**config.mk**
```make
export PLATFORM = sky130hd
export DESIGN_NAME = lamp_shifter
export DESIGN_NICKNAME = d
export VERILOG_FILES = /design/src/rtl/lamp_shifter.sv
export SDC_FILE = /design/constraint.sdc
export NUM_CORES = 1
export LEC_CHECK = 0
export CORE_MARGIN = 3
export CORE_UTILIZATION = 39
export CTS_CLUSTER_DIAMETER = 40
export DETAILED_ROUTE_END_ITERATION = 16
export RECOVER_POWER = 50
export SYNTH_ARGS = -nofsm -noshare
export SYNTH_HDL_FRONTEND = slang
export SYNTH_SLANG_ARGS = --single-unit
```
**constraint.sdc**
```tcl
create_clock -name clk -period 2.7 [get_ports clk]
set_clock_uncertainty 0.2 [all_clocks]
set_input_delay 0.405 -clock clk [delete_from_list [all_inputs] [get_ports clk]]
set_output_delay 0.405 -clock clk [all_outputs]
set_load 0.005 [all_outputs]
```
**src/rtl/lamp_shifter.sv**
```systemverilog
// Serialises a 16-bit lamp pattern into an external shift-register chain, then latches it.
// Optional macro LAMP_SHIFTER_INVERT_EN drives complemented lamp bits for active-low drivers.
module lamp_shifter #(
  parameter int CLK_DIV = 4
) (
  input  logic        clk,
  input  logic        rst,
  input  logic [15:0] lamps,
  output logic        ser_data,
  output logic        ser_clk,
  output logic        ser_latch,
  output logic        busy
);

  typedef enum logic [1:0] {
    IDLE  = 2'd0,
    SHIFT = 2'd1,
    LATCH = 2'd2
  } state_t;

`ifdef LAMP_SHIFTER_INVERT_EN
  localparam logic INV = 1'b1;
`else
  localparam logic INV = 1'b0;
`endif

  localparam logic [7:0] DIV_LAST = 8'(CLK_DIV - 1);

  state_t      state, state_n;
  logic [15:0] shift_reg, shift_reg_n;
  logic [15:0] shadow, shadow_n;
  logic [7:0]  div_cnt, div_cnt_n;
  logic [3:0]  bit_cnt, bit_cnt_n;
  logic        pend_first, pend_first_n;
  logic        ser_data_n, ser_clk_n, ser_latch_n, busy_n;

  // State and registered outputs; reset forces a full frame once released.
  always_ff @(posedge clk or posedge rst) begin
    if (rst) begin
      state      <= IDLE;
      shift_reg  <= 16'h0000;
      shadow     <= 16'h0000;
      div_cnt    <= 8'd0;
      bit_cnt    <= 4'd0;
      pend_first <= 1'b1;
      ser_data   <= 1'b0;
      ser_clk    <= 1'b0;
      ser_latch  <= 1'b0;
      busy       <= 1'b0;
    end else begin
      state      <= state_n;
      shift_reg  <= shift_reg_n;
      shadow     <= shadow_n;
      div_cnt    <= div_cnt_n;
      bit_cnt    <= bit_cnt_n;
      pend_first <= pend_first_n;
      ser_data   <= ser_data_n;
      ser_clk    <= ser_clk_n;
      ser_latch  <= ser_latch_n;
      busy       <= busy_n;
    end
  end

  // Next-state and next-output logic.
  always_comb begin
    state_n      = state;
    shift_reg_n  = shift_reg;
    shadow_n     = shadow;
    div_cnt_n    = div_cnt;
    bit_cnt_n    = bit_cnt;
    pend_first_n = pend_first;
    ser_data_n   = ser_data;
    ser_clk_n    = ser_clk;
    ser_latch_n  = ser_latch;
    busy_n       = busy;
    case (state)
      IDLE: begin
        ser_clk_n   = 1'b0;
        ser_latch_n = 1'b0;
        busy_n      = 1'b0;
        if ((lamps != shadow) || pend_first) begin
          shift_reg_n  = lamps;
          shadow_n     = lamps;
          pend_first_n = 1'b0;
          div_cnt_n    = 8'd0;
          bit_cnt_n    = 4'd0;
          ser_data_n   = lamps[15] ^ INV;
          busy_n       = 1'b1;
          state_n      = SHIFT;
        end else begin
          state_n = IDLE;
        end
      end
      SHIFT: begin
        if (div_cnt == DIV_LAST) begin
          div_cnt_n = 8'd0;
          if (!ser_clk) begin
            ser_clk_n = 1'b1;
          end else if (bit_cnt == 4'd15) begin
            ser_clk_n   = 1'b0;
            ser_latch_n = 1'b1;
            state_n     = LATCH;
          end else begin
            // Rotate so the next bit is always at [15]; new data only while ser_clk falls.
            bit_cnt_n   = bit_cnt + 4'd1;
            shift_reg_n = {shift_reg[14:0], shift_reg[15]};
            ser_data_n  = shift_reg[14] ^ INV;
            ser_clk_n   = 1'b0;
          end
        end else begin
          div_cnt_n = div_cnt + 8'd1;
        end
      end
      LATCH: begin
        if (div_cnt == DIV_LAST) begin
          div_cnt_n   = 8'd0;
          ser_latch_n = 1'b0;
          busy_n      = 1'b0;
          state_n     = IDLE;
        end else begin
          div_cnt_n = div_cnt + 8'd1;
        end
      end
      default: begin
        state_n     = IDLE;
        ser_clk_n   = 1'b0;
        ser_latch_n = 1'b0;
        busy_n      = 1'b0;
      end
    endcase
  end

endmodule

```
==> impl_metrics.yaml <==
outcome:
  status: "finished clean"
sta:
  finalMaxSlewViolations: 0
  slew_headroom_pct: 36.6
  setup_tns_ns: 0
  holdWs_ns: 0.307
  final_hold_viol_count: 0
  period_needed_ns: 2.52
  finalCritPeriodShare_pct: 93.2
  setup_slack_ns: 0.184
  tightest_slew_ns: 0.951
  fmax_ghz: 0.397
  final-setup-viol-count: 0
  grt_setup_unrepaired: "no"
placed_design:
  place.gp.congestion: 0.770
  hpwl_mm: 3.82
  pre_cts_ws_ns: -0.146
  dp.cells: 327
  placed_cell_area_mm2: 0.00313
  portBuffers: 21
synthesis:
  synth_seq_cells: 49
  syn_nets: 235
  synth.distinct_cells: 43
  synth_cells: 212
  synth.avg_cell_area_um2: 12.5
  ys_warn_count: 0
  ys_seq_area_share_pct: 46.4
  synth.cell_area_mm2: 0.00265
critical_path:
  crit_required_ns: 2.70
  cp_slowest_stage_delay_ns: 0.53
  worst_ep_arrival_time_ns: 2.51
  cp_slowest_cell: "a222oi_1"
  end_kind: "flip-flop"
  r2r-start: "shadow[7]"
  worstSetupPathType: "input pin to flip-flop"
  regToRegSetupSlack_ns: 0.44
  path_cells: "clkdlybuf4s50_1, inv_1, a222oi_1, nand3_2, o21ai_2, buf_12, mux2_2"
  path_max_fanout: 9
  cp-start-kind: "input pin"
  regToRegEndpoint: "shadow[9]"
  timing.reg2reg.worst_path_depth: 5
grt:
  grt.overflow.total: 0
  grt_max_degree: 39
  grt_antenna_before_repair: 0
  grt_util_all_layers_pct: 15.5
  grt_pass1_wl_mm: 9.14
  grt_pass1_vias: 1805
cells_and_area:
  drive_gt1_share_pct: 34.5
  final_util_pct: 49.7
  final_area_mm2: 0.00321
  final_nets: 280
  layout_common_cells: "dfrtp_1 (48), mux2_2 (37), buf_4 (21)"
  final_cells: 335
  largest_register_ffs: 16
  synthToLayoutAreaGrowth_pct: 21.2
  num_antenna_cells: 0
  mostFrequentLayoutCell: "dfrtp_1"
pwr:
  irDropWorstVdd_mv: 0.452
  p_leak_nw: 1.42
  p_total_mw: 3.47
  power_density_mw_per_mm2: 1080
route:
  viasPerCell: 5.19
  totalWireLength_mm: 5.21
  postRouteAntennaNets: 0
  post_drt_wl_per_cell_um: 15.5
  first_pass_iters: 4
  drcViolationCount: 0
  drt-initial-drc-count: 74
  via_count: 1738
cts:
  cts.sinks: 49
  cts_root_buffer: "clkbuf_8"
  ctsResizeCount: 0
  cts_hold_buf: 0
  post-cts-setup-buffers: 0
  clk-insertion-delay-late_ns: 0.31
  cts_max_level: 2
  cts_buffer_depth: 2
  cts_tree: "done"
  path_clk_slew_ns: 0.09
  numCtsBuffers: 5
floorplanning:
  die_area_mm2: 0.00781
  io_pins: 22
  die_y_um: 88.4
  die_w_um: 88.4
  start_util_pct: 41.0
  rows: 29
  core_area_mm2: 0.00646
hold_path:
  hold-path-cell-count: 1
  holdPathEnd: "pend_first"
  min-delay-start: "pend_first"
  hold_class: "flip-flop to flip-flop"
job:
  maxCapViolations: 0
-- Yosys cell counts (all sizes together) --
cell type / number / area, µm²
and2: 1 / 6.26
nand4: 1 / 21.3
nand2b: 1 / 6.26
mux2i: 4 / 40.0
and3: 6 / 37.5
o2111a: 1 / 11.3
a221o: 8 / 80.1
o211a: 2 / 20.0
buf: 3 / 32.5
xnor2: 2 / 17.5
xor2: 11 / 96.3
o21ai: 4 / 23.8
dfstp: 1 / 26.3
a222oi: 1 / 10.0
ha: 5 / 62.6
nor4b: 3 / 32.5
nand2: 10 / 37.5
mux2: 46 / 552
a21o: 1 / 7.51
a22o: 2 / 17.5
nor2b: 3 / 18.8
o22ai: 3 / 32.5
dfrtp: 48 / 1200
nand3: 8 / 45.0
nor4: 2 / 33.8
nor3: 3 / 15.0
or2: 3 / 18.8
clkbuf: 5 / 20.0
inv: 9 / 33.8
nor3b: 5 / 37.5
nor2: 5 / 26.3
a21oi: 5 / 25.0
-- routing by layer --
layer  routed length, µm  GRT usage (%)
met4                  75           4.95
met1                2670           21.7
met5                   0              0
met3                 126           3.45
met2                2330           23.9
-- worst max path at each step --
stage              start       endpoint  cells past startpoint
2_1_floorplan  ser_latch       ser_data                      6
3_3_place_gp    lamps[7]     shadow[11]                      7
3_5_place_dp    lamps[7]  shift_reg[10]                      7
4_1_cts         lamps[7]      shadow[9]                      7
5_1_grt         lamps[7]     div_cnt[7]                      6
6_report        lamps[7]      shadow[9]                      7
-- kinds of logic after synthesis --
family          synth area share (%)
simple gates                    12.7
mux                             22.4
xor+xnor                        4.30
fa+ha+maj                       2.36
buf+inv                         3.26
flops                           46.4
compound gates                  8.61
-- where the power goes --
| part | switching [mW] | internal (mW) | leakage [nW] |
|---|---|---|---|
| Sequential | 0.198 | 1.05 | 0.598 |
| Combinational | 0.747 | 1.00 | 0.771 |
| Clock | 0.265 | 0.213 | 0.0518 |
-- cell type report --
| type | count | area [µm²] |
|---|---|---|
| clock buffers | 6 | 82.6 |
| repair buffers | 46 | 417 |
| fillers | 601 | 3250 |
| clock inverters | 2 | 17.5 |
| inverters | 9 | 33.8 |
| flip-flops and latches | 49 | 1230 |
| well taps | 77 | 96.3 |
| multi-input cells | 146 | 1330 |
-- critical path, delay by kind of cell --
family	cells	cell delay, ns
AOI/OAI and AO/OA	2	0.82
buffers and inverters	3	0.70
muxes	1	0.32
and+or+nand+nor	1	0.24
Power figures use the tool's default switching activity.
